--- src/rtl/lsu_ctrl_pkg.sv ---
// lsu_ctrl_pkg: shared widths and memory-op codes for the rvseed MEM stage.
// The load codes are read by the write-back mux. The store codes are read
// by the LSU lane aligner.
package lsu_ctrl_pkg;

  localparam int CPU_WIDTH    = 32;
  localparam int MEM_OP_WIDTH = 4;

  // 0 is reserved for "no op". It is the reset value of the registered op.
  localparam logic [MEM_OP_WIDTH-1:0] MEM_NONE = 4'd0;
  localparam logic [MEM_OP_WIDTH-1:0] MEM_LB   = 4'd1;
  localparam logic [MEM_OP_WIDTH-1:0] MEM_LH   = 4'd2;
  localparam logic [MEM_OP_WIDTH-1:0] MEM_LW   = 4'd3;
  localparam logic [MEM_OP_WIDTH-1:0] MEM_LBU  = 4'd4;
  localparam logic [MEM_OP_WIDTH-1:0] MEM_LHU  = 4'd5;
  localparam logic [MEM_OP_WIDTH-1:0] MEM_SB   = 4'd6;
  localparam logic [MEM_OP_WIDTH-1:0] MEM_SH   = 4'd7;
  localparam logic [MEM_OP_WIDTH-1:0] MEM_SW   = 4'd8;

endpackage

--- src/rtl/lsu_store_align.sv ---
// lsu_store_align: combinational alignment check and store-lane generation.
//   op       in   memory op code
//   addr_lo  in   byte address bits [1:0]
//   wdata_i  in   low-aligned store data
//   wstrb    out  byte strobes (0 for loads)
//   wdata    out  store data replicated across byte lanes
//   misalign out  1 when the access crosses its natural alignment
module lsu_store_align
  import lsu_ctrl_pkg::*;
(
  input  logic [MEM_OP_WIDTH-1:0] op,
  input  logic [1:0]              addr_lo,
  input  logic [CPU_WIDTH-1:0]    wdata_i,
  output logic [3:0]              wstrb,
  output logic [CPU_WIDTH-1:0]    wdata,
  output logic                    misalign
);

  // NOTE: every output gets a default before the case so that no path leaves
  // a value unassigned, which would infer a latch.
  always_comb begin
    wstrb    = 4'b0000;
    wdata    = wdata_i;
    misalign = 1'b0;
    case (op)
      MEM_LH, MEM_LHU: misalign = addr_lo[0];
      MEM_LW:          misalign = |addr_lo;
      MEM_SB: begin
        wstrb = 4'b0001 << addr_lo;
        wdata = {4{wdata_i[7:0]}};
      end
      MEM_SH: begin
        misalign = addr_lo[0];
        wstrb    = 4'b0011 << {addr_lo[1], 1'b0};
        wdata    = {2{wdata_i[15:0]}};
      end
      MEM_SW: begin
        misalign = |addr_lo;
        wstrb    = 4'hF;
      end
      default: ;
    endcase
  end

endmodule

--- src/rtl/lsu_ctrl.sv ---
// lsu_ctrl: MEM-stage load/store controller.
// It accepts one op from EX and checks its alignment. It then runs a
// req/gnt/rvalid transaction on the data-memory port and returns the raw
// read word. Load extraction and sign/zero extension happen in the
// write-back mux.
//   EX side     : lsu_vld, lsu_flush, mem_wen, mem_op_i, addr_i, wdata_i
//   status      : lsu_busy, lsu_done, lsu_err, lsu_err_cause
//   memory port : dmem_req/we/addr/wstrb/wdata out; dmem_gnt/rvalid/rdata in
//   write-back  : mem_op, mem_addr, mem_rdata (held until the next accept)
module lsu_ctrl
  import lsu_ctrl_pkg::*;
#(
  parameter int TIMEOUT_CYC = 255,
  parameter int CNT_W       = 8
) (
  input  logic                    clk,
  input  logic                    rst_n,
  input  logic                    lsu_vld,
  input  logic                    lsu_flush,
  input  logic                    mem_wen,
  input  logic [MEM_OP_WIDTH-1:0] mem_op_i,
  input  logic [CPU_WIDTH-1:0]    addr_i,
  input  logic [CPU_WIDTH-1:0]    wdata_i,
  output logic                    dmem_req,
  output logic                    dmem_we,
  output logic [CPU_WIDTH-1:0]    dmem_addr,
  output logic [3:0]              dmem_wstrb,
  output logic [CPU_WIDTH-1:0]    dmem_wdata,
  input  logic                    dmem_gnt,
  input  logic                    dmem_rvalid,
  input  logic [CPU_WIDTH-1:0]    dmem_rdata,
  output logic                    lsu_busy,
  output logic                    lsu_done,
  output logic                    lsu_err,
  output logic                    lsu_err_cause,
  output logic [MEM_OP_WIDTH-1:0] mem_op,
  output logic [CPU_WIDTH-1:0]    mem_addr,
  output logic [CPU_WIDTH-1:0]    mem_rdata
);

  typedef enum logic [1:0] {ST_IDLE, ST_REQ, ST_WAIT, ST_DONE} state_e;

  state_e               state, state_nxt;
  logic [CNT_W-1:0]     cnt;
  logic                 we_q, err_q, cause_q, kill_q;
  logic [3:0]           wstrb_q;
  logic [CPU_WIDTH-1:0] wdata_q;
  logic [3:0]           al_wstrb;
  logic [CPU_WIDTH-1:0] al_wdata;
  logic                 al_misalign;
  logic                 accept, timeout, to_err, in_bus;

  lsu_store_align u_align (
    .op       (mem_op_i),
    .addr_lo  (addr_i[1:0]),
    .wdata_i  (wdata_i),
    .wstrb    (al_wstrb),
    .wdata    (al_wdata),
    .misalign (al_misalign)
  );

  assign accept = (state == ST_IDLE) && lsu_vld && !lsu_flush;
  assign in_bus = (state == ST_REQ) || (state == ST_WAIT);
  // cnt counts the REQ/WAIT cycles already completed. The current cycle is
  // therefore the TIMEOUT_CYC-th one once cnt reaches TIMEOUT_CYC-1. The ">="
  // also covers a gnt taken in the last allowed REQ cycle, so cnt never wraps.
  assign timeout = (cnt >= CNT_W'(TIMEOUT_CYC - 1));

  always_comb begin
    state_nxt = state;
    to_err    = 1'b0;
    case (state)
      ST_IDLE: if (accept) state_nxt = al_misalign ? ST_DONE : ST_REQ;
      ST_REQ: begin
        // Once granted, a response is owed; a flush can no longer abort.
        if (dmem_gnt)       state_nxt = ST_WAIT;
        else if (lsu_flush) state_nxt = ST_IDLE;
        else if (timeout) begin
          state_nxt = ST_DONE;
          to_err    = 1'b1;
        end
      end
      ST_WAIT: begin
        if (dmem_rvalid) state_nxt = ST_DONE;
        else if (timeout) begin
          state_nxt = ST_DONE;
          to_err    = 1'b1;
        end
      end
      ST_DONE: state_nxt = ST_IDLE;
      default: state_nxt = ST_IDLE;
    endcase
  end

  // NOTE: sequential state uses non-blocking assignments so that every
  // register samples values from before the clock edge.
  always_ff @(posedge clk or negedge rst_n) begin
    if (!rst_n) state <= ST_IDLE;
    else        state <= state_nxt;
  end

  always_ff @(posedge clk or negedge rst_n) begin
    if (!rst_n) begin
      cnt       <= '0;
      we_q      <= 1'b0;
      err_q     <= 1'b0;
      cause_q   <= 1'b0;
      kill_q    <= 1'b0;
      wstrb_q   <= 4'b0000;
      wdata_q   <= '0;
      mem_op    <= MEM_NONE;
      mem_addr  <= '0;
      mem_rdata <= '0;
    end else if (accept) begin
      cnt      <= '0;
      we_q     <= mem_wen;
      err_q    <= al_misalign;
      cause_q  <= 1'b0;
      kill_q   <= 1'b0;
      wstrb_q  <= al_wstrb;
      wdata_q  <= al_wdata;
      mem_op   <= mem_op_i;
      mem_addr <= addr_i;
    end else begin
      if (in_bus) cnt <= cnt + 1'b1;
      if (to_err) begin
        err_q   <= 1'b1;
        cause_q <= 1'b1;
      end
      // A flush after gnt lets the transaction drain but silences completion.
      if (lsu_flush && in_bus) kill_q <= 1'b1;
      if ((state == ST_WAIT) && dmem_rvalid && !we_q) mem_rdata <= dmem_rdata;
    end
  end

  assign dmem_req      = (state == ST_REQ);
  assign dmem_we       = dmem_req && we_q;
  assign dmem_wstrb    = dmem_req ? wstrb_q : 4'b0000;
  assign dmem_wdata    = wdata_q;
  assign dmem_addr     = {mem_addr[CPU_WIDTH-1:2], 2'b00};
  assign lsu_busy      = (state != ST_IDLE);
  assign lsu_done      = (state == ST_DONE) && !kill_q && !lsu_flush;
  assign lsu_err       = lsu_done && err_q;
  assign lsu_err_cause = lsu_done && cause_q;

endmodule

--- config.mk ---
export PLATFORM = sky130hd
export DESIGN_NAME = lsu_ctrl
export DESIGN_NICKNAME = d
export VERILOG_FILES = /design/src/rtl/lsu_ctrl_pkg.sv /design/src/rtl/lsu_store_align.sv /design/src/rtl/lsu_ctrl.sv
export SDC_FILE = /design/constraint.sdc
export NUM_CORES = 1
export LEC_CHECK = 0
export ABC_AREA = 0
export BUFFER_PORTS_ARGS = -buffer_cell sky130_fd_sc_hd__buf_4
export CORE_UTILIZATION = 45
export CTS_CLUSTER_SIZE = 30
export DETAILED_ROUTE_END_ITERATION = 6
export GPL_TIMING_DRIVEN = 0
export PLACE_DENSITY = 0.83
export SYNTH_ARGS = -nofsm -noshare
export SYNTH_HDL_FRONTEND = slang
export SYNTH_SLANG_ARGS = --single-unit
export TNS_END_PERCENT = 100
--- constraint.sdc ---
create_clock -name clk -period 3.6 [get_ports clk]
set_input_delay 0.54 -clock clk [delete_from_list [all_inputs] [get_ports clk]]
set_output_delay 0.54 -clock clk [all_outputs]
set_load 0.05 [all_outputs]
Yosys cells after proc, flatten, opt, wreduce, memory -nomap -nowiden
Cells that the tools add are included.
{ "word_totals": {"input_bits": 107, "elab_cells": 72, "ff_bits": 118, "output_inout_bits": 142} }
{ "classes": {"n_reduce_logical": 23, "n_addsub": 1, "mux": 23, "order_cmp": 1, "eq_ne": 10, "n_shift": 2, "n_bitwise": 1} }
{ "ops": {"columns": ["operator", "count"], "rows": [
  ["$pmux 32 s2", 1],
  ["$mux 8", 2],
  ["$eq 4x3->1 const B", 3],
  ["$mux 2", 6],
  ["$pmux 4 s3", 1],
  ["$logic_and 1x1->1", 10],
  ["$mux 1", 9],
  ["$add 8x1->8 const B", 1],
  ["$eq 4x2->1 const B", 2],
  ["$ge 8x8->1 const B", 1],
  ["$pmux 2 s4", 1],
  ["$reduce_bool 2->1", 4],
  ["$eq 2x2->1 const B", 2],
  ["$eq 4x4->1 const B", 1],
  ["$mux 4", 1],
  ["$pmux 1 s2", 2],
  ["$reduce_or 2->1", 2],
  ["$shl 1x2->4 const A", 1],
  ["$shl 2x2->4 const A", 1],
  ["$logic_not 1->1", 3],
  ["$reduce_or 3->1", 1],
  ["$eq 2x1->1 const B", 1],
  ["$logic_not 2->1", 1],
  ["$ne 2x2->1 const B", 1],
  ["3 further kinds", 3]
]} }

Logic depth before layout (Yosys ltp)
{ "logic_depth": {"word_depth": 7, "ltp_mapped": 8, "mapped_depth_nobuf": 6} }

Hierarchy
Synthesis repeated with hierarchy kept, for this count alone.
{ "unflattened": {"hier_cells": 563, "hier_area_um2": 5521.5} }
{ "by_module_without_submodules": {"columns": ["mod", "seq_area_each_um2", "cells_each", "area_per_inst_um2", "n_inst"], "rows": [
  ["lsu_ctrl", 2952.8, 494, 4977.3, 1],
  ["lsu_store_align", 0.0, 69, 544.3, 1]
]} }

Least setup slack after synthesis
Ideal clock, no wire load.
{ "synth_timing": {"path_kind": "input to output", "from": "in lsu_flush", "to": "out lsu_err", "t_arrival_ns": 2.342, "stages": 2, "required_ns": 3.060, "slack_ns": 0.718, "cell_sequence": "nor3b_1 and2_1"} }
{ "synth_via": {"elab_chain_len": 3} }
{ "synth_rtl": {"columns": ["element", "line_no", "source"], "rows": [
  ["start: declaration", "lsu_ctrl.sv:19", "input logic lsu_flush,"],
  ["$logic_not 1->1", "lsu_ctrl.sv:142", "assign lsu_done = (state == ST_DONE) && !kill_q && !lsu_flush;"],
  ["$logic_and 1x1->1", "lsu_ctrl.sv:142", null],
  ["$logic_and 1x1->1", "lsu_ctrl.sv:143", "assign lsu_err = lsu_done && err_q;"],
  ["end: declaration", "lsu_ctrl.sv:34", "output logic lsu_err,"]
]} }
No other way between the ends.

Final worst setup path
{ "layout_timing": {"from": "reg state[0]", "to": "out lsu_err_cause"} }
{ "layout_via": {"elab_chain_len": 4} }
{ "layout_rtl": {"columns": ["element", "line_no", "source"], "rows": [
  ["start: declaration", "lsu_ctrl.sv:43", "state_e state, state_nxt;"],
  ["start signal: assignment", "lsu_ctrl.sv:99", "else state <= state_nxt;"],
  ["$eq 2x2->1", "lsu_ctrl.sv:142", null],
  ["$logic_and 1x1->1 (2 in a row)", "lsu_ctrl.sv:142", null],
  ["$logic_and 1x1->1", "lsu_ctrl.sv:144", "assign lsu_err_cause = lsu_done && cause_q;"],
  ["end: declaration", "lsu_ctrl.sv:35", "output logic lsu_err_cause,"]
]} }
No other way between the ends.

==> metrics.md <==
| Metric | Value |
|---|---|
| Flop pwr share | 25.4% |
| Clk_lat worst skew | 0.40 ns |
| Top cells by area, synth | dfrtp_1 55%, nand2_1 11%, mux2_2 6.3%, buf_4 5.2%, mux2i_1 4.7% |
| DR vias/cell | between 5 and 6 |
| I/O pin count | 249 |
| Failing checks | DRC |
| Crit path kind | reg -> out |
| Fin crit period | around 2.2 ns |
| NetSw | roughly 4.5 mW |
| Post-synth top area cell | dfrtp_1 |
| Gpl congestion | 0.828 |
| Crit. End Element | output port |
| Switch share | 48.8% |
| Crit path launch type | flip-flop |
| Final Instance Area | ~0.0080 mm2 |
| Yosys top cell area share | between 50% and 60% |
| Clock sink count | between 100 and 150 |
| Unique masters post-synth | 38 |
| RSZ-0062 raised after global routing | false |
| Cells after Synth | roughly 530 |
| DRT Pass-1 Iters | 7 |
| Total track usage | approximately 25% |
| DIE WIDTH | roughly 110 um |
| Post-CTS Resized | 0 |
| Worst hold margin | approximately 0.033 ns |
| Final period util | around 61% |
| Nets | between 900 and 1000 |
| Detailed-route via count | 4762 |
| CTS root buffer | clkbuf_16 |
| Cts bufs inserted | 17 |
| Number of global-route vias before repair | 4826 |
| Syn-to-layout area delta | 49.7% |
| Slowest cell on crit path | dfrtp_1 |
| Layout cells sized above 1 | 45.1% |
| Antenna-violating nets left | 0 |
| Place WS | 1.65 ns |
| Peak VDD IR | 0.585 mV |
| Non-filler cells, final | about 950 |
| Worst Path Required | approximately 3.1 ns |
| Outcome | complete, but fails checks |
| Core area | about 0.012 mm2 |
| Crit path largest cell delay | 0.40 ns |
| Gate power share | 56.0% |
| Hold Vio Cnt, Final | 0 |
| Largest net degree at the start of global routing | around 120 |
| Seq cells post-synth | around 120 |
| Ys async rst share | between 90% and 100% |
| Clock Power Share | a little under a fifth |
| Sum Neg Setup Slack | 0 ns |
| Placed instance area | between 0.007 and 0.008 mm2 |
| Part of the Yosys area used for sequential elements | a little under three fifths |
| Worst-path clk slew | 0.05 ns |
| CTS tree | built |
| CP top delay family | simple AND/OR/NAND/NOR gates |
| Hold Path Class | in -> async |
| First-pass GRT wire length | ~25000 um |
| Internal Power | between 4 and 5 mW |
| Antenna Cells | 0 |
| Post-CTS setup buffer count | 0 |
| Final setup skew | between 0.007 and 0.008 ns |
| CP Buf/Inv Count | 1 |
| Fin worst setup slack | between 1 and 1.5 ns |
| Critical Path, Cell by Cell | ha_1 > nor3b_1 > and2_1 > buf_4 |
| Leakage power | approximately 4.3 nW |
| Primary FF master, synth | dfrtp_1 |
| Max Cap Violations | 0 |
| Site row count | 39 |
| Initial antenna violation count | 0 |
| Cells after DPL | about 920 |
| Cell area after synthesis | around 0.0054 mm2 |
| Worst setup startpoint | state[0] |
| DR DRC count | 40 |
| Dpl hpwl | ~12000 um |
| Global route overflow | 0 |
| PwrDens | 1160 mW/mm2 |
| CP arrival | 1.67 ns |
| Post-CTS Hold Fix Bufs | 0 |
| Max Freq | ~0.45 GHz |
| Routed wire per std cell | 15.9 um |
| Number of synthesized flops with an enable pin | 0 |
| IO Port Bufs | roughly 250 |
| Most frequent cells in the layout | 282 x buf_4, 163 x nand2_1, 118 x dfrtp_1 |
| DRT iter0 DRCs | 263 |
| H-tree depth | 4 |
| Avg Inst Size Synth | ~10 um2 |
| Reg-to-reg startpoint | state[0] |
| DRT Wirelength | approximately 15000 um |
| Final setup viols | 0 |
| Max Slew Vio Count | 0 |
| Die ar. | 0.0124 mm2 |
| Yosys warnings | 0 |
| Vert. Die Dim | between 100 and 150 um |
| Critical Path Fanout Max | 4 |
| Initial Util | between 40% and 50% |
| Max Buffers Root-to-Sink | 2 |
| Most common cell after layout, fill and taps aside | buf_4 |
[cells by family (layout without fill, tap and decap cells)]
family / after synthesis / in the layout / share of synthesized area (%)
xor gates and xnor gates: 6 / 6 / 0.979
buffers and inverters: 67 / 346 / 8.00
adders and majority gates: 7 / 7 / 1.63
muxes: 57 / 57 / 11.4
other: 1 / 2 / 0.0699
AOI/OAI and AO/OA: 62 / 62 / 6.18
and+or+nand+nor: 211 / 211 / 16.7
DFF: 118 / 118 / 55.0
[Yosys cell counts, drive strengths merged (2+ instances only)]
cell	instances
clkbuf	3
mux2i	25
or3b	2
nand2	163
ha	7
and3	2
a21oi	17
nor2	24
dfrtp	118
or3	2
and2	7
a31oi	3
nor3	2
mux2	32
inv	11
o21ai	36
nand4	3
o211ai	2
buf	53
xor2	5
[power by group through the flow]
stage	clock [mW]	combinational [mW]	sequential (mW)
after floorplan	0	1.76	4.18
after detailed placement	0	5.23	2.37
after CTS	1.76	5.24	2.36
after global routing	1.83	5.46	2.44
after global placement	0	5.14	2.33
final	1.74	5.21	2.36
[registers in the layout (all words and copies together), names as in the netlist, 2 cells and up]
register,cells
dmem_wdata,32
mem_addr,32
mem_rdata,32
cnt,8
mem_op,4
wstrb_q,4
state,2
[worst paths after layout]
kind	to	slack, ns	cells after the start
max in group asynchronous	wstrb_q[0]	2.87	2
worst min-delay path	mem_rdata[5]	0.03	1
worst max register to register	dmem_wdata[24]	1.70	8
worst max-delay path	lsu_err_cause	1.39	4
min in group clk	mem_addr[26]	0.33	3
worst min register to register	mem_op[3]	0.48	2
[per-stage QoR]
step / utilization (%) / power (mW)
final: 69.8 / 9.31
after global routing: 69.8 / 9.73
after CTS: 69.5 / 9.35
after detailed placement: 64.2 / 7.60
after global placement: 64.2 / 7.46
after floorplan: - / 5.95
[layer usage]
layer  global-route usage [%]  vias up  part of all wire, %  wire (um)
met1                     28.8     2300                   38       5740
met3                     8.26       37                  7.2       1090
li1                         -     2237                    -          -
met2                     44.0      188                   52       7790
met5                        0        -                    0          0
met4                     11.0        0                  3.2        488
[final cells by class]
class	instances	area, um2
fillers	872	3480
flip-flops and latches	118	2950
multi-input cells	345	1990
repair buffers	247	1880
clock buffers	22	454
plain buffers	56	388
well taps	143	179
clock inverters	10	153
inverters	11	41.3
(Power assumes the default switching activity.)
